$ cat src/rtl/dart_scorer_if.sv
// Dart input and score/result bus of the dart scorer.
// The scorer attaches through the slave modport; a dart source/observer uses master.
interface dart_scorer_if;
    logic       dart_come_i;
    logic [7:0] dart_position_x_i;
    logic [7:0] dart_position_y_i;
    logic       game_set_o;
    logic       player_1_done_o;
    logic       player_2_done_o;
    logic       player_1_win_o;
    logic       player_2_win_o;
    logic [8:0] player_1_pt_o;
    logic [8:0] player_2_pt_o;

    modport slave (
        input  dart_come_i, dart_position_x_i, dart_position_y_i,
        output game_set_o, player_1_done_o, player_2_done_o,
               player_1_win_o, player_2_win_o, player_1_pt_o, player_2_pt_o
    );

    modport master (
        output dart_come_i, dart_position_x_i, dart_position_y_i,
        input  game_set_o, player_1_done_o, player_2_done_o,
               player_1_win_o, player_2_win_o, player_1_pt_o, player_2_pt_o
    );
endinterface

$ cat src/rtl/dart_scorer.sv
// Two-player count-down dart scorer: samples a dart, scores it against the board
// geometry in a short pipeline, applies turn/bust/win rules, pulses done per dart.
module dart_scorer #(
    parameter int unsigned START_PT = 301,
    parameter int unsigned HOLD_CYC = 4
) (
    input logic          clk,
    input logic          reset,
    dart_scorer_if.slave bus
);

    localparam int unsigned   HW        = (HOLD_CYC > 1) ? $clog2(HOLD_CYC) : 1;
    localparam logic [8:0]    START_V   = 9'(START_PT);
    localparam logic [HW-1:0] HOLD_LAST = HW'(HOLD_CYC - 1);

    typedef enum logic [2:0] {
        S_IDLE, S_SAMPLE, S_SCORE, S_UPDATE, S_DONE, S_HOLD, S_OVER
    } state_t;

    state_t        state_q, state_d;
    logic          player_q, player_d;   // 0 = player 1, 1 = player 2
    logic          thr_q, thr_d;         // player who threw the dart being reported
    logic [1:0]    darts_q, darts_d;
    logic [8:0]    snap_q, snap_d;
    logic [8:0]    pt1_q, pt1_d, pt2_q, pt2_d;
    logic [HW-1:0] hold_q, hold_d;
    logic          win1_q, win1_d, win2_q, win2_d, gs_q, gs_d;
    logic          done1_q, done1_d, done2_q, done2_d;

    logic [7:0]  x_q, y_q;
    logic        miss_q;
    logic [11:0] r2_q;
    logic [4:0]  base_q;
    logic [5:0]  score_q;

    logic signed [11:0] dx, dy, sqx, sqy;
    logic [11:0] r2_w;
    logic [8:0]  sum_xy;
    logic [4:0]  base_w;

    function automatic logic [5:0] ring_score(input logic        miss,
                                              input logic [11:0] r2,
                                              input logic [4:0]  base);
        logic [5:0] b;
        b = {1'b0, base};
        if (miss)                             return 6'd0;
        else if (r2 <= 12'd1)                 return 6'd50;
        else if (r2 <= 12'd9)                 return 6'd25;
        else if (r2 > 12'd225)                return 6'd0;
        else if (r2 >= 12'd100 && r2 <= 12'd121) return b * 6'd3;
        else if (r2 >= 12'd196)               return b + b;
        else                                  return b;
    endfunction

    // Sample stage: only the low 5 bits matter once a miss is excluded.
    assign dx     = $signed({7'd0, x_q[4:0]}) - 12'sd16;
    assign dy     = $signed({7'd0, y_q[4:0]}) - 12'sd16;
    assign sqx    = dx * dx;
    assign sqy    = dy * dy;
    assign r2_w   = sqx + sqy;
    assign sum_xy = 9'(x_q) + 9'(y_q);
    assign base_w = 5'((sum_xy % 9'd20) + 9'd1);

    always_ff @(posedge clk) begin
        if (state_q == S_IDLE && bus.dart_come_i) begin
            x_q <= bus.dart_position_x_i;
            y_q <= bus.dart_position_y_i;
        end
        // SAMPLE -> SCORE boundary
        if (state_q == S_SAMPLE) begin
            miss_q <= (x_q[7:5] != 3'd0) || (y_q[7:5] != 3'd0);
            r2_q   <= r2_w;
            base_q <= base_w;
        end
        // SCORE -> UPDATE boundary
        if (state_q == S_SCORE) begin
            score_q <= ring_score(miss_q, r2_q, base_q);
        end
    end

    always_ff @(posedge clk or negedge reset) begin
        if (!reset) begin
            state_q  <= S_IDLE;
            player_q <= 1'b0;
            thr_q    <= 1'b0;
            darts_q  <= 2'd0;
            snap_q   <= START_V;
            pt1_q    <= START_V;
            pt2_q    <= START_V;
            hold_q   <= '0;
            win1_q   <= 1'b0;
            win2_q   <= 1'b0;
            gs_q     <= 1'b0;
            done1_q  <= 1'b0;
            done2_q  <= 1'b0;
        end else begin
            state_q  <= state_d;
            player_q <= player_d;
            thr_q    <= thr_d;
            darts_q  <= darts_d;
            snap_q   <= snap_d;
            pt1_q    <= pt1_d;
            pt2_q    <= pt2_d;
            hold_q   <= hold_d;
            win1_q   <= win1_d;
            win2_q   <= win2_d;
            gs_q     <= gs_d;
            done1_q  <= done1_d;
            done2_q  <= done2_d;
        end
    end

    logic [8:0] cur_pt, new_pt, score9;
    logic       end_turn;

    always_comb begin
        state_d  = state_q;
        player_d = player_q;
        thr_d    = thr_q;
        darts_d  = darts_q;
        snap_d   = snap_q;
        pt1_d    = pt1_q;
        pt2_d    = pt2_q;
        hold_d   = hold_q;
        win1_d   = win1_q;
        win2_d   = win2_q;
        gs_d     = gs_q;
        done1_d  = 1'b0;
        done2_d  = 1'b0;
        cur_pt   = player_q ? pt2_q : pt1_q;
        new_pt   = cur_pt;
        score9   = {3'd0, score_q};
        end_turn = 1'b0;

        case (state_q)
            S_IDLE:   if (bus.dart_come_i) state_d = S_SAMPLE;
            S_SAMPLE: state_d = S_SCORE;
            S_SCORE:  state_d = S_UPDATE;
            S_UPDATE: begin
                thr_d = player_q;
                if (score9 < cur_pt) begin
                    new_pt   = cur_pt - score9;
                    end_turn = (darts_q == 2'd2);
                end else if (score9 == cur_pt) begin
                    new_pt   = 9'd0;
                    end_turn = 1'b1;
                    gs_d     = 1'b1;
                    if (player_q) win2_d = 1'b1;
                    else          win1_d = 1'b1;
                end else begin
                    // Bust: the whole turn is undone.
                    new_pt   = snap_q;
                    end_turn = 1'b1;
                end
                if (player_q) pt2_d = new_pt;
                else          pt1_d = new_pt;
                if (end_turn) begin
                    player_d = ~player_q;
                    darts_d  = 2'd0;
                    snap_d   = player_q ? pt1_q : pt2_q;
                end else begin
                    darts_d  = darts_q + 2'd1;
                end
                state_d = S_DONE;
            end
            S_DONE: begin
                done1_d = ~thr_q;
                done2_d = thr_q;
                hold_d  = '0;
                state_d = gs_q ? S_OVER : S_HOLD;
            end
            S_HOLD: begin
                if (hold_q == HOLD_LAST) state_d = S_IDLE;
                else                     hold_d  = hold_q + 1'b1;
            end
            S_OVER:  state_d = S_OVER;
            default: state_d = S_IDLE;
        endcase
    end

    assign bus.game_set_o      = gs_q;
    assign bus.player_1_done_o = done1_q;
    assign bus.player_2_done_o = done2_q;
    assign bus.player_1_win_o  = win1_q;
    assign bus.player_2_win_o  = win2_q;
    assign bus.player_1_pt_o   = pt1_q;
    assign bus.player_2_pt_o   = pt2_q;

endmodule
$ cat src/flat_wrapper.sv
// flat-port wrapper written by rule: the top's interface ports become plain ports
module dart_scorer_flat 
#(
    parameter int unsigned START_PT = 301,
    parameter int unsigned HOLD_CYC = 4
)
  (clk, reset, bus_dart_come_i, bus_dart_position_x_i, bus_dart_position_y_i, bus_game_set_o, bus_player_1_done_o, bus_player_2_done_o, bus_player_1_win_o, bus_player_2_win_o, bus_player_1_pt_o, bus_player_2_pt_o);
  dart_scorer_if bus_i ();
  input logic clk;
  input logic reset;
  input wire logic [$bits(bus_i.dart_come_i)-1:0] bus_dart_come_i;
  input wire logic [$bits(bus_i.dart_position_x_i)-1:0] bus_dart_position_x_i;
  input wire logic [$bits(bus_i.dart_position_y_i)-1:0] bus_dart_position_y_i;
  output wire logic [$bits(bus_i.game_set_o)-1:0] bus_game_set_o;
  output wire logic [$bits(bus_i.player_1_done_o)-1:0] bus_player_1_done_o;
  output wire logic [$bits(bus_i.player_2_done_o)-1:0] bus_player_2_done_o;
  output wire logic [$bits(bus_i.player_1_win_o)-1:0] bus_player_1_win_o;
  output wire logic [$bits(bus_i.player_2_win_o)-1:0] bus_player_2_win_o;
  output wire logic [$bits(bus_i.player_1_pt_o)-1:0] bus_player_1_pt_o;
  output wire logic [$bits(bus_i.player_2_pt_o)-1:0] bus_player_2_pt_o;
  assign bus_i.dart_come_i = bus_dart_come_i;
  assign bus_i.dart_position_x_i = bus_dart_position_x_i;
  assign bus_i.dart_position_y_i = bus_dart_position_y_i;
  assign bus_game_set_o = bus_i.game_set_o;
  assign bus_player_1_done_o = bus_i.player_1_done_o;
  assign bus_player_2_done_o = bus_i.player_2_done_o;
  assign bus_player_1_win_o = bus_i.player_1_win_o;
  assign bus_player_2_win_o = bus_i.player_2_win_o;
  assign bus_player_1_pt_o = bus_i.player_1_pt_o;
  assign bus_player_2_pt_o = bus_i.player_2_pt_o;
  dart_scorer #(.START_PT(START_PT), .HOLD_CYC(HOLD_CYC)) u_core (.clk(clk), .reset(reset), .bus(bus_i));
endmodule
$ cat config.mk
export PLATFORM = sky130hd
export DESIGN_NAME = dart_scorer_flat
export DESIGN_NICKNAME = d
export VERILOG_FILES = /design/src/rtl/dart_scorer_if.sv /design/src/rtl/dart_scorer.sv /design/src/flat_wrapper.sv
export SDC_FILE = /design/constraint.sdc
export NUM_CORES = 1
export LEC_CHECK = 0
export CORE_MARGIN = 4
export CORE_UTILIZATION = 30
export CTS_CLUSTER_DIAMETER = 80
export CTS_CLUSTER_SIZE = 28
export DETAILED_ROUTE_END_ITERATION = 6
export HOLD_SLACK_MARGIN = 0.08
export PLACE_DENSITY = 0.47
export SETUP_SLACK_MARGIN = 0.4
export SLEW_MARGIN = 0
export SYNTH_ARGS = -nofsm -noshare
export SYNTH_HDL_FRONTEND = slang
export SYNTH_SLANG_ARGS = --single-unit
$ cat constraint.sdc
create_clock -name clk -period 8.3 [get_ports clk]
set_clock_uncertainty 0.2 [all_clocks]
set_input_delay 1.245 -clock clk [delete_from_list [all_inputs] [get_ports clk]]
set_output_delay 1.245 -clock clk [all_outputs]
set_load 0.05 [all_outputs]
# Word-level counts from Yosys, hierarchy flattened
# Cells that the tools add are included.
# totals
in_bits	19
ff_bits	81
output_inout_bits	23
# classes
add_sub_neg	9
bitwise_logic	3
eq_ne	12
n_mux	20
order_cmp	7
div	1
reduce_logical	17
multipliers	3
# op_table
op	count
$mux W9	4
$mux W6	5
$mul A12 B12 Y12	2
$pmux W3 S7	1
$add A12 B12 Y12	1
$ge A12 B7 Y1 const B	1
$ge A12 B8 Y1 const B	1
$gt A12 B8 Y1 const B	1
$le A12 B1 Y1 const B	1
$le A12 B4 Y1 const B	1
$le A12 B7 Y1 const B	1
$sub A5 B5 Y6 const B	2
$reduce_and A2 Y1	5
$add A8 B8 Y9	1
$eq A3 B3 Y1 const B	3
$eq A6 B9 Y1	1
$lt A6 B9 Y1	1
$mod A9 B5 Y9 const B	1
$sub A9 B6 Y9	1
$reduce_and A4 Y1	2
$add A5 B5 Y6	1
$eq A3 B2 Y1 const B	2
$mul A5 B2 Y6 const B	1
$mux W2	3
other kinds (18)	29

# Depth between registers and ports, before layout
# Gate-level depths: netlist (run 1).
# logic_depth
word_depth	6
ltp_mapped	22
mapped_depth_nobuf	22

# Worst setup path after synthesis (run 1)
# Ideal clock, no wire load.
# synth_timing
path_kind	register to register
from	register u_core.x_q[4]
to	register u_core.r2_q[11] (data pin)
setup_slack_ps	2587
stages_incl_launch_ff	21
arrival_time_ps	5254
n_path_buf	0
setup_ps	259
cell_sequence	edfxtp_1 > nor2b_1 > fa_1 > fa_1 > inv_1 > fa_1 > inv_1 > fa_1 > inv_1 > fa_1 > inv_1 > fa_1 > ha_1 > inv_1 > fa_1 > inv_1 > a21oi_1 > o21bai_1 > a21o_1 > a21oi_1 > xnor2_1
# synth_via
elab_chain_cells	3
# synth_lines
element	line_no	text
from (decl)	dart_scorer.sv:30	logic [7:0] x_q, y_q;
from (signal assigned)	dart_scorer.sv:66	x_q <= bus.dart_position_x_i;
$sub A5 B5 Y6	dart_scorer.sv:56	assign dx = $signed({7'd0, x_q[4:0]}) - 12'sd16;
$mul A12 B12 Y12	dart_scorer.sv:58	assign sqx = dx * dx;
$add A12 B12 Y12	dart_scorer.sv:60	assign r2_w = sqx + sqy;
net u_core.r2_w[11]	dart_scorer.sv:37	logic [11:0] r2_w;
to (signal assigned)	dart_scorer.sv:72	r2_q <= r2_w;
to (decl)	dart_scorer.sv:32	logic [11:0] r2_q;
# The timed path passes the listed nets, and every way through them passes these cells.
# A chain may end at the register's enable or synchronous reset.

# Final worst setup path (run 1)
# Same ends and word-level chain as after synthesis.

==> results of run 1 <==
==> per-layer routing <==
layer,up-vias,track usage,share of wire
met1,2269,0.1564,0.48
met5,-,0,0
met2,59,0.2026,0.48
li1,2370,-,-
met3,8,0.02461,0.031
met4,0,0.02727,0.0086
==> stage by stage <==
stage / cells / util / setup slack, ns / hold slack (ns) / instance area, µm²
after floorplan: 658 / - / 2.587 / 0.2224 / 6630
after global placement: 964 / 0.3375 / 2.393 / 0.2467 / 7343
after detailed placement: 964 / 0.3375 / 2.274 / 0.2467 / 7343
after CTS: 980 / 0.3526 / 2.264 / 0.2687 / 7671
after global routing: 980 / 0.3526 / 2.005 / 0.2793 / 7671
final: 980 / 0.3526 / 2.319 / 0.2644 / 7671
==> cell families after synthesis <==
family | synth area share
XOR/XNOR | 0.03831
flip-flops | 0.3342
multiplexers | 0.03472
buffers and inverters | 0.05473
adder cells (fa/ha/maj) | 0.2476
AO/OA/AOI/OAI | 0.1444
AND/OR/NAND/NOR | 0.1461
==> final cells by class <==
| cell class | count | share of cell area |
|---|---|---|
| Clock buffer | 13 | 0.03963 |
| Clock inverter | 3 | 0.003099 |
| Inverter | 73 | 0.03572 |
| Multi-Input combinational cell | 486 | 0.5303 |
| Sequential cell | 80 | 0.2889 |
| Tap cell | 280 | 0.04567 |
| Timing Repair Buffer | 45 | 0.05676 |
==> cell usage after synthesis (4+ instances only) <==
master and number:
mux2i_1 14, xnor2_1 21, o21bai_1 5, nor2b_1 12, a21o_1 8, mux2_2 8, or2_2 8, edfxtp_1 39
a211o_1 4, a22oi_1 6, a211oi_1 6, xor2_1 8, o21a_1 7, dfrtp_1 26, o21ai_0 38, nand2b_1 4
nor2_1 49, o211ai_1 7, fa_1 52, nand2_1 59, a21oi_1 19, nor4_1 8, inv_1 73, and2_1 14
ha_1 48, nor3_1 12, dfstp_2 15, clkbuf_1 15
==> state kept, by name, indices dropped and copies added (netlist names) <==
name and count:
u_core.x_q 8, u_core.r2_q 11, u_core.player_q 1, u_core.bus.player_2_pt_o 9
u_core.state_q 3, u_core.bus.player_1_pt_o 9, u_core.bus.player_1_done_o 1, u_core.base_q 5
u_core.miss_q 1, u_core.bus.player_1_win_o 1, u_core.bus.player_2_done_o 1, u_core.snap_q 9
u_core.score_q 6, u_core.thr_q 1, u_core.bus.game_set_o 1, u_core.darts_q 2
u_core.hold_q 2, u_core.bus.player_2_win_o 1, u_core.y_q 8
==> final timing paths <==
| path | slack, ns | cells after the start | end |
|---|---|---|---|
| max | 2.32 | 20 | u_core.r2_q[11]$_DFFE_PP_ |
| min | 0.26 | 1 | u_core.bus.player_1_win_o$_DFFE_PN0P_ |
| max reg2reg | 2.32 | 20 | u_core.r2_q[11]$_DFFE_PP_ |
| min reg2reg | 0.26 | 1 | u_core.bus.player_1_win_o$_DFFE_PN0P_ |
| max in group asynchronous | 6.47 | 1 | u_core.darts_q[1]$_DFFE_PN0P_ |
| min in group asynchronous | 0.84 | 1 | u_core.snap_q[4]$_DFFE_PN0P_ |
==> key figures, run 1 <==
Yosys
  – Area contributors post-synth: edfxtp_1, fa_1, dfrtp_1
  – Mapped Nets: 777
  – Register bit total from synthesis: 80
  – Top_reg_cell synth: edfxtp_1
  – FFs w/ async S/R, synth: 0.5125
  – Mapped Avg Cell Area: 10.08 µm²
  – Synth cell types: 68
  – Cell taking the most area after synthesis: edfxtp_1
  – Yosys top cell area share: 0.1766
  – Yosys Warn Count: 0
  – EDFF count, synth: 39
  – Post-Synthesis Cells: 658
  – Synthesized area: 6630 µm²
  – Share of the yosys chip area belonging to registers: 0.3342

Floorplanning
  – Io pins: 42
  – Core Rows: 54
  – DIE HEIGHT: 156.7 µm
  – Die width: 156.7 µm
  – Die area: 24540 µm²
  – Core area: 21760 µm²
  – Initial Util: 0.3048

Setup path
  – Worst-path maximum fanout: 10
  – Critical path buffer and inverter count: 6
  – Worst path cell trace: nor2b_1 -> fa_1 -> fa_1 -> inv_1 -> fa_1 -> inv_1 -> fa_1 -> inv_1 -> fa_1 -> inv_1 -> fa_1 -> ha_1 -> inv_1 -> fa_1 -> inv_1 -> a21oi_1 -> o21bai_1 -> a21o_1 -> a21oi_1 -> xnor2_1
  – Crit Reg-Reg Startpoint: u_core.x_q[4]$_DFFE_PP_
  – Slowest stage delay, CP: 0.54 ns
  – Most frequent CP cell: fa_1
  – Worst Setup SP: u_core.x_q[4]$_DFFE_PP_
  – Startpoint types: flip-flop
  – WS Path Type: flip-flop to flip-flop
  – CP max-delay cell: fa_1
  – Gate family responsible for the most delay along the worst path: adder cells
  – Required time worst endpoint: 8.18 ns
  – Crit end category: flip-flop
  – Arr. time, crit path: 5.86 ns

Worst hold path
  – Hold WC Path Type: flip-flop to flip-flop
  – Worst min-delay path startpoint: u_core.bus.player_1_win_o$_DFFE_PN0P_

Clocking
  – Root Driver: clkbuf_16
  – Cts hold-fix bufs: 0
  – Clk Latency, worst-skew pair: 0.34 ns
  – Post-CTS setup repair buffer count: 0
  – Clk buf depth: 2
  – Clk sinks: 80
  – Cts repair resizes: 0
  – CTS buffer count: 9
  – Htree depth: 3
  – TritonCTS clock tree: done
  – CTS clock-pin slew for the worst setup and hold paths: 0.07 ns

Final layout
  – Multi-input logic area: 4068 µm²
  – Area grow syn2layout: 15.70%
  – # diodes: 0
  – Fin nets: 814
  – Most common cell after layout, fill and taps aside: inv_1
  – Most frequent cells in the layout: inv_1, nand2_1, fa_1, nor2_1, ha_1
  – Fill count: 2177
  – Reg area: 2216 µm²
  – Layout cell share with drive strength beyond 1: 0.09000

STA
  – RSZ-0062 raised after global routing: no
  – Final Max Slew Viols: 0
  – Worst-margin pin slew: 0.9332 ns
  – Final worst-path cycle share: 0.7206
  – Final hold viol count: 0
  – Final Critical Period: 5.981 ns
  – Setup tns final: 0 ns
  – Fmax: 167.2 MHz
  – Max-Slew Margin vs Limit: 0.3779
  – Setup Viol. Count Final: 0

Routing
  – DR vias: 4706
  – Initial DRC count: 270
  – Wire length per cell: 14.18 µm
  – Number of remaining DRC errors: 0
  – DR pass1 iterations: 4
  – DR vias/cell: 4.802
  – Routed wire length: 13900 µm
  – DRT antenna net count: 0

Global routing
  – First-pass GRT wire length: 23920 µm
  – Largest net degree at the start of global routing: 42
  – GR Util All Layers: 0.1191
  – Initial antenna violation count: 0
  – Global route overflow: 0
  – Vias in the first global route: 4888

Place
  – Port bufs: 41
  – Placer Congestion: 0.8070
  – DP HPWL: 10990 µm

Status
  – Status: finished, final reports clean

Job
  – Max Cap Violations: 0
Power of run 1 is not shown: default switching activity piles up to over one toggle a cycle in this logic, so the estimate is an artifact.
==> run 2: changes to the inputs <==
==> constraint.sdc (replaced) <==
create_clock -name clk -period 5.7 [get_ports clk]
set_clock_uncertainty 0.2 [all_clocks]
set_input_delay 0.855 -clock clk [delete_from_list [all_inputs] [get_ports clk]]
set_output_delay 0.855 -clock clk [all_outputs]
set_load 0.05 [all_outputs]
==> run 2 against run 1 <==
Compared with the run above: sequential cell count did not move; final cell count rose by 2.0%; hold slack got worse by 0.010 ns; maximum frequency rose by 10%; first-iteration DRC count fell by 40%; die area did not move; design area rose by 2.3%; core utilization rose by 0.82 points; count of clock-buffer cells in the layout fell by 1; setup slack got worse by 2.0 ns; sequential share of layout area fell by 0.65 points; wire length rose by 2.0%.
==> key figures, run 2 (synthesized netlist as in run 1, its figures left out) <==
Place
  – Placer Congestion: 0.8007 (was 0.8070)
  – DP HPWL: 11280 µm (was 10990 µm)
  – Port bufs: 41 (unchanged)

STA
  – Final Max Slew Viols: 0 (unchanged)
  – Hold WS: 0.2540 ns (was 0.2644 ns)
  – Worst-margin pin slew: 0.9454 ns (was 0.9332 ns)
  – Setup Viol. Count Final: 0 (unchanged)
  – RSZ-0062 raised after global routing: yes (was no)
  – Setup tns final: 0 ns (unchanged)
  – Final worst-path cycle share: 0.9502 (was 0.7206)
  – Final Critical Period: 5.416 ns (was 5.981 ns)
  – Fmax: 184.6 MHz (was 167.2 MHz)
  – Max-Slew Margin vs Limit: 0.3697 (was 0.3779)
  – Final hold viol count: 0 (unchanged)

Routing
  – Initial DRC count: 161 (was 270)
  – Routed wire length: 14170 µm (was 13900 µm)
  – DRT antenna net count: 0 (unchanged)
  – Number of remaining DRC errors: 0 (unchanged)
  – DR vias: 4843 (was 4706)
  – Wire length per cell: 14.17 µm (was 14.18 µm)
  – DR vias/cell: 4.843 (was 4.802)
  – DR pass1 iterations: 4 (unchanged)

Clocking
  – Root Driver: clkbuf_16 (unchanged)
  – CTS buffer count: 9 (unchanged)
  – Htree depth: 3 (unchanged)
  – Cts hold-fix bufs: 0 (unchanged)
  – Clk Latency, worst-skew pair: 0.34 ns (about the same)
  – Clk sinks: 80 (unchanged)
  – Clk buf depth: 2 (unchanged)
  – CTS clock-pin slew for the worst setup and hold paths: 0.06 ns (was 0.07 ns)
  – TritonCTS clock tree: done (unchanged)

Setup path
  – Required time worst endpoint: 5.58 ns (was 8.18 ns)
  – Arr. time, crit path: 5.30 ns (was 5.86 ns)
  – Worst-path maximum fanout: 4 (was 10)
  – Crit end category: flip-flop (unchanged)
  – Startpoint types: flip-flop (unchanged)
  – WS Path Type: flip-flop to flip-flop (unchanged)

Final layout
  – Fill count: 2180 (was 2177)
  – Most frequent cells in the layout: inv_1, nand2_1, nor2_1, fa_1, ha_1 (was inv_1, nand2_1, fa_1, nor2_1, ha_1)
  – Layout cell share with drive strength beyond 1: 0.1444 (was 0.09000)
  – Most flops, register: u_core.r2_q (unchanged)
  – # diodes: 0 (unchanged)
  – Final core occ: 0.3608 (was 0.3526)
  – Most common cell after layout, fill and taps aside: inv_1 (unchanged)
  – Reg area: 2216 µm² (unchanged)
  – Multi-input logic area: 4114 µm² (was 4068 µm²)
  – Fin nets: 834 (was 814)
  – Largest register FFs: 11 (unchanged)
  – Area grow syn2layout: 18.38% (was 15.70%)

Job
  – Max Cap Violations: 0 (unchanged)

Global routing
  – First-pass GRT wire length: 24140 µm (was 23920 µm)
  – GR Util All Layers: 0.1199 (was 0.1191)
  – Largest net degree at the start of global routing: 42 (unchanged)
  – Vias in the first global route: 5074 (was 4888)
  – Global route overflow: 0 (unchanged)
  – Initial antenna violation count: 0 (unchanged)

Status
  – Status: finished, final reports clean (unchanged)

Worst hold path
  – Hold WC Path Type: flip-flop to flip-flop (unchanged)

Floorplanning
  – Die width: 156.7 µm (unchanged)
  – Core Rows: 54 (unchanged)
  – Initial Util: 0.3048 (unchanged)
  – Core area: 21760 µm² (unchanged)
  – DIE HEIGHT: 156.7 µm (unchanged)
  – Die area: 24540 µm² (unchanged)
  – Io pins: 42 (unchanged)
-- run 2: final cells by class --
class / count / share of cell area
clock inverters: 4 / 0.003985
inverters: 73 / 0.03491
well taps: 280 / 0.04464
repair buffers: 65 / 0.07461
clock buffers: 12 / 0.03539
flip-flops and latches: 80 / 0.2823
multi-input cells: 486 / 0.5242
-- run 2: repair_timing --
action | 4_1_cts | 5_1_grt
setup buffers | 3 | 8
pin swaps | 5 | 4
gates resized for setup | 3 | 8
setup endpoints to repair | 3 | 4
-- run 2: path summary, 6_finish.rpt --
path | start | slack, ns | depth (start not counted) | end
max | u_core.x_q[4]$_DFFE_PP_ | 0.28 | 20 | u_core.r2_q[11]$_DFFE_PP_
min | u_core.bus.player_1_win_o$_DFFE_PN0P_ | 0.25 | 1 | u_core.bus.player_1_win_o$_DFFE_PN0P_
max reg2reg | u_core.x_q[4]$_DFFE_PP_ | 0.28 | 20 | u_core.r2_q[11]$_DFFE_PP_
min reg2reg | u_core.bus.player_1_win_o$_DFFE_PN0P_ | 0.25 | 1 | u_core.bus.player_1_win_o$_DFFE_PN0P_
max in group asynchronous | reset | 4.25 | 1 | u_core.bus.player_2_pt_o[1]$_DFFE_PN0P_
min in group asynchronous | reset | 0.45 | 1 | u_core.bus.player_2_pt_o[4]$_DFFE_PN0P_
-- run 2: per-stage QoR --
stage / area [µm²] / setup slack [ns] / cells
6_report: 7849 / 0.2838 / 1000
5_1_grt: 7849 / 0.07579 / 1000
4_1_cts: 7776 / 0.1688 / 992
3_5_place_dp: 7437 / 0.1307 / 973
3_3_place_gp: 7437 / 0.2133 / 973
2_1_floorplan: 6656 / 0.2941 / 658
-- run 2: worst max-delay path: stages, from the launching register on --
cell and delay [ns]:
edfxtp_1 0.51, nor2b_4 0.20, fa_1 0.45, fa_1 0.50
inv_2 0.04, fa_1 0.49, inv_2 0.04, fa_1 0.52
inv_1 0.05, fa_1 0.48, inv_2 0.04, fa_1 0.50
ha_2 0.19, inv_2 0.04, fa_2 0.34, inv_2 0.06
a21oi_2 0.04, o21bai_2 0.15, a21o_1 0.14, a21oi_2 0.05
xnor2_1 0.12
-- run 2: routing by layer --
| metal | share of wire | global-route usage | vias to the layer above |
|---|---|---|---|
| met1 | 0.45 | 0.1479 | 2324 |
| met4 | 0.010 | 0.02645 | 0 |
| met2 | 0.50 | 0.2155 | 94 |
| li1 | - | - | 2414 |
| met3 | 0.035 | 0.02517 | 11 |
| met5 | 0 | 0 | - |
Power of run 2 is left out for the same reason.
==> run 3: changes to the inputs <==
--- a/config.mk
+++ b/config.mk
@@ -5,13 +5,14 @@
 export SDC_FILE = /design/constraint.sdc
 export NUM_CORES = 1
 export LEC_CHECK = 0
+export ABC_CLOCK_PERIOD_IN_PS = 5700
 export CORE_MARGIN = 4
-export CORE_UTILIZATION = 30
+export CORE_UTILIZATION = 45
 export CTS_CLUSTER_DIAMETER = 80
 export CTS_CLUSTER_SIZE = 28
 export DETAILED_ROUTE_END_ITERATION = 6
 export HOLD_SLACK_MARGIN = 0.08
-export PLACE_DENSITY = 0.47
+export PLACE_DENSITY = 0.64
 export SETUP_SLACK_MARGIN = 0.4
 export SLEW_MARGIN = 0
 export SYNTH_ARGS = -nofsm -noshare
==> run 3 against run 2 <==
Compared with the run above: critical endpoint unchanged; die area is 32% lower; count of clock-buffer cells in the layout is 3 lower; design area is 1.1% lower; global-route usage is 5.0 points higher; maximum frequency is 0.45% lower; highest routed layer unchanged; via count is 0.66% higher.
==> key figures, run 3 (synthesized netlist as in run 1, its figures left out) <==
Final layout
  – Most flops, register: u_core.r2_q (unchanged)
  – # diodes: 0 (unchanged)
  – Fin nets: 836 (was 834)
  – Fill count: 1284 (was 2180)
  – Layout cell share with drive strength beyond 1: 0.1399 (was 0.1444)
  – Largest register FFs: 11 (unchanged)
  – Most common cell after layout, fill and taps aside: inv_1 (unchanged)
  – Area grow syn2layout: 17.06% (was 18.38%)
  – Most frequent cells in the layout: inv_1, nand2_1, fa_1, nor2_1, ha_1 (was inv_1, nand2_1, nor2_1, fa_1, ha_1)

Routing
  – DR vias/cell: 5.381 (was 4.843)
  – DRT antenna net count: 0 (unchanged)
  – DR pass1 iterations: 5 (was 4)
  – Initial DRC count: 225 (was 161)
  – Number of remaining DRC errors: 0 (unchanged)
  – Wire length per cell: 14.82 µm (was 14.17 µm)
  – DR vias: 4875 (was 4843)
  – Routed wire length: 13430 µm (was 14170 µm)

Setup path
  – RR Endpoint: u_core.r2_q[11]$_DFFE_PP_ (unchanged)
  – WS Path Type: flip-flop to flip-flop (unchanged)
  – Worst-path maximum fanout: 7 (was 4)
  – Reg2Reg Depth: 20 (unchanged)
  – Crit end category: flip-flop (unchanged)
  – Reg-to-reg slack, setup: 0.26 ns (was 0.28 ns)
  – Arr. time, crit path: 5.33 ns (was 5.30 ns)
  – Required time worst endpoint: 5.59 ns (was 5.58 ns)
  – Startpoint types: flip-flop (unchanged)
  – Crit Reg-Reg Startpoint: u_core.x_q[0]$_DFFE_PP_ (was u_core.x_q[4]$_DFFE_PP_)

STA
  – Final Critical Period: 5.441 ns (was 5.416 ns)
  – Final hold viol count: 0 (unchanged)
  – Worst-margin pin slew: 0.9145 ns (was 0.9454 ns)
  – RSZ-0062 raised after global routing: yes (unchanged)
  – Final worst-path cycle share: 0.9545 (was 0.9502)
  – Final Max Slew Viols: 0 (unchanged)
  – Max-Slew Margin vs Limit: 0.3903 (was 0.3697)
  – Setup tns final: 0 ns (unchanged)
  – Fmax: 183.8 MHz (was 184.6 MHz)
  – Setup Viol. Count Final: 0 (unchanged)

Clocking
  – TritonCTS clock tree: done (unchanged)
  – CTS clock-pin slew for the worst setup and hold paths: 0.06 ns (about the same)
  – Htree depth: 3 (unchanged)
  – Clk sinks: 80 (unchanged)
  – Clk buf depth: 2 (unchanged)
  – CTS buffer count: 9 (unchanged)
  – Cts hold-fix bufs: 0 (unchanged)
  – Clk Latency, worst-skew pair: 0.35 ns (was 0.34 ns)
  – Root Driver: clkbuf_16 (unchanged)

Place
  – Port bufs: 41 (unchanged)
  – Placer Congestion: 0.8493 (was 0.8007)
  – DP HPWL: 10570 µm (was 11280 µm)

Global routing
  – Initial antenna violation count: 0 (unchanged)
  – Largest net degree at the start of global routing: 42 (unchanged)
  – Global route overflow: 0 (unchanged)
  – First-pass GRT wire length: 22870 µm (was 24140 µm)
  – Vias in the first global route: 5058 (was 5074)
  – GR Util All Layers: 0.1696 (was 0.1199)

Floorplanning
  – DIE HEIGHT: 129.4 µm (was 156.7 µm)
  – Core Rows: 44 (was 54)
  – Core area: 14480 µm² (was 21760 µm²)
  – Io pins: 42 (unchanged)
  – Die area: 16740 µm² (was 24540 µm²)
  – Initial Util: 0.4579 (was 0.3048)
  – Die width: 129.4 µm (was 156.7 µm)

Job
  – Max Cap Violations: 0 (unchanged)

Worst hold path
  – Hold Path Sink: u_core.bus.player_1_win_o$_DFFE_PN0P_ (unchanged)
  – Worst hold stages: 1 (unchanged)
  – Worst min-delay path startpoint: u_core.bus.player_1_win_o$_DFFE_PN0P_ (unchanged)
  – Hold WC Path Type: flip-flop to flip-flop (unchanged)

Status
  – Status: finished, final reports clean (unchanged)
## run 3: how the worst max path moves through the flow
stage                                 start                        end  cells past startpoint
floorplan           u_core.x_q[4]$_DFFE_PP_  u_core.r2_q[11]$_DFFE_PP_                     20
global placement    u_core.x_q[4]$_DFFE_PP_  u_core.r2_q[11]$_DFFE_PP_                     20
detailed placement  u_core.y_q[3]$_DFFE_PP_  u_core.r2_q[11]$_DFFE_PP_                     21
CTS                 u_core.x_q[4]$_DFFE_PP_  u_core.r2_q[11]$_DFFE_PP_                     20
global route        u_core.x_q[4]$_DFFE_PP_  u_core.r2_q[11]$_DFFE_PP_                     20
finish              u_core.x_q[0]$_DFFE_PP_  u_core.r2_q[11]$_DFFE_PP_                     20
## run 3: worst max-delay path, stage by stage, from the launching register on
cell	delay (ns)
edfxtp_1	0.47
nor2b_4	0.19
fa_1	0.49
fa_1	0.49
inv_1	0.05
fa_1	0.49
inv_2	0.04
fa_1	0.52
inv_1	0.04
fa_1	0.49
inv_2	0.04
fa_1	0.50
ha_2	0.18
inv_2	0.04
fa_2	0.34
inv_2	0.06
a21oi_2	0.04
o21bai_1	0.18
a21o_1	0.15
a21oi_2	0.05
xnor2_1	0.12
## run 3: final cells by class
type | count | area (µm²) | area share
Multi-Input combinational cell | 486 | 4103 | 0.5286
Sequential cell | 80 | 2216 | 0.2855
Clock buffer | 9 | 225.2 | 0.02902
Clock inverter | 7 | 108.9 | 0.01403
Inverter | 73 | 274.0 | 0.03531
Timing Repair Buffer | 67 | 604.3 | 0.07787
Tap cell | 184 | 230.2 | 0.02966
## run 3: repair_timing
action                     CTS  global route
setup endpoints to repair    3             4
pin swaps                    5             1
setup buffers               10             3
resized for setup            3             4
## run 3: per-stage QoR
| step | util | hold slack, ns | std cells | cell area [µm²] | setup WS [ns] |
|---|---|---|---|---|---|
| after floorplan | - | 0.2224 | 658 | 6656 | 0.2941 |
| after global placement | 0.5054 | 0.2447 | 877 | 7317 | 0.2367 |
| after detailed placement | 0.5054 | 0.2490 | 877 | 7317 | 0.1423 |
| after CTS | 0.5342 | 0.2643 | 903 | 7735 | 0.2793 |
| after global routing | 0.5360 | 0.2804 | 906 | 7761 | 0.03219 |
| final | 0.5360 | 0.2577 | 906 | 7761 | 0.2592 |
## run 3: layer usage
layer / track usage / part of all wire / vias to the layer above
met4: 0.04880 / 0.016 / 0
met3: 0.03421 / 0.037 / 24
met5: 0 / 0 / -
met2: 0.3134 / 0.53 / 105
met1: 0.1987 / 0.42 / 2337
li1: - / - / 2409
Power of run 3 is left out for the same reason.
==> RTL edit: new RTL, config.mk and constraints of run 3 <==
Encoding of `state_t`: now one-hot (7 bits for 7 states).
--- a/src/rtl/dart_scorer.sv
+++ b/src/rtl/dart_scorer.sv
@@ -13,8 +13,8 @@
     localparam logic [8:0]    START_V   = 9'(START_PT);
     localparam logic [HW-1:0] HOLD_LAST = HW'(HOLD_CYC - 1);
 
-    typedef enum logic [2:0] {
-        S_IDLE, S_SAMPLE, S_SCORE, S_UPDATE, S_DONE, S_HOLD, S_OVER
+    typedef enum logic [6:0] {
+        S_IDLE = 7'b0000001, S_SAMPLE = 7'b0000010, S_SCORE = 7'b0000100, S_UPDATE = 7'b0001000, S_DONE = 7'b0010000, S_HOLD = 7'b0100000, S_OVER = 7'b1000000
     } state_t;
 
     state_t        state_q, state_d;
Formal check against the unedited RTL: no difference found for any inputs over 4 cycles, from zero or initial values and one cycle with reset low; so few cycles prove little.
==> RTL edit against run 3 <==
Die area rose by 3.7%. Wire length rose by 7.4%. Area after synthesis rose by 4.0%. Final area rose by 3.5%. Setup slack improved by 0.018 ns. Sequential cell count rose by 4. Via count rose by 4.8%. Utilization rose by 0.83 points.
Power is left out: the tool's default activity adds up to more than one toggle a clock period on the data nets, which glitch-free logic cannot reach.
==> RTL edit: results <==
{
  "pre_cts_ws_ns": 0.0591,
  "synth_edf_count": 39,
  "outcome": "complete, no violations",
  "r2r_start": "u_core.y_q[2]",
  "grt_pass1_vias": 5161,
  "syn_inst": 684,
  "dr_wl_met2_mm": 7.23,
  "grt.total_usage": 0.171,
  "grt_pass1_wl_mm": 24.8,
  "synth_compound_area_frac": 0.135,
  "grt_use_met3": 0.0309,
  "worst_skew_pair.late_latency_ns": 0.35,
  "grtUsageMet2": 0.293,
  "stdcell_count": 937,
  "reg2regPathDepth": 21,
  "wl_met1_mm": 6.56,
  "wl_mm": 14.4,
  "grtUsageMet1": 0.227,
  "synthAdderAreaFrac": 0.240,
  "reg2reg_slack_ns": 0.28,
  "yosys-top-cells-count": "inv_1, nand2_1, nor2_1",
  "fillers": 1320,
  "drive_gt1_frac": 0.155,
  "worst_pin_slew_ns": 0.994,
  "finish.net_count": 867,
  "arrival_ns": 5.31,
  "grt_busiest_layer": "met2",
  "grt_start_max_net_pins": 46,
  "drtIter0Drc": 202,
  "synth_fp_nets": 803,
  "synth_xor_xnor_area_share": 0.0494,
  "dpl.cell_count": 905,
  "diodes": 0,
  "path_clk_slew_ns": 0.07,
  "hpwl_mm": 11.3,
  "ys_top_cells_by_area": "edfxtp_1, fa_1, dfrtp_1",
  "period_share": 0.951,
  "drt_pass1_iterations": 5,
  "ys_async_sr_fraction": 0.536,
  "gp_congestion": 0.853,
  "ys_types": 67,
  "wl_met3_um": 440,
  "ys_seq_area_frac": 0.336,
  "critPathMaxStageDelay_ns": 0.55,
  "crit_fanout": 2,
  "yosys-mux-area-fraction": 0.0399,
  "vias_per_cell": 5.45
}
[RTL edit: cell count changes after synthesis, sizes merged, moves of 5 or more]
cell	before	now
a21oi	21	36
nor2	50	59
or2	11	3
xnor2	21	29
nand3	3	9
a31oi	1	6
and3	2	7
o21ai	41	36
o31ai	2	7
[RTL edit: cell type report]
class | instances | share of cell area
Inverter | 73 | 0.0341
Sequential cell | 84 | 0.289
Clock buffer | 10 | 0.0312
Tap cell | 184 | 0.0287
Timing Repair Buffer | 72 | 0.0795
Clock inverter | 6 | 0.00717
Multi-Input combinational cell | 508 | 0.531
[RTL edit: timing repair]
item	4_1_cts	5_1_grt
buffers inserted	14	2
hold buffers	0	0
endpoints found under the setup margin	3	4
resized for setup	3	8
pin swaps	6	3
[RTL edit: through the flow]
stage,utilization,area [µm²],hold slack (ns)
final,0.544,8030,0.260
after global routing,0.544,8030,0.279
after CTS,0.542,8000,0.266
after detailed placement,0.513,7580,0.248
after global placement,0.513,7580,0.242
after floorplan,-,6920,0.215
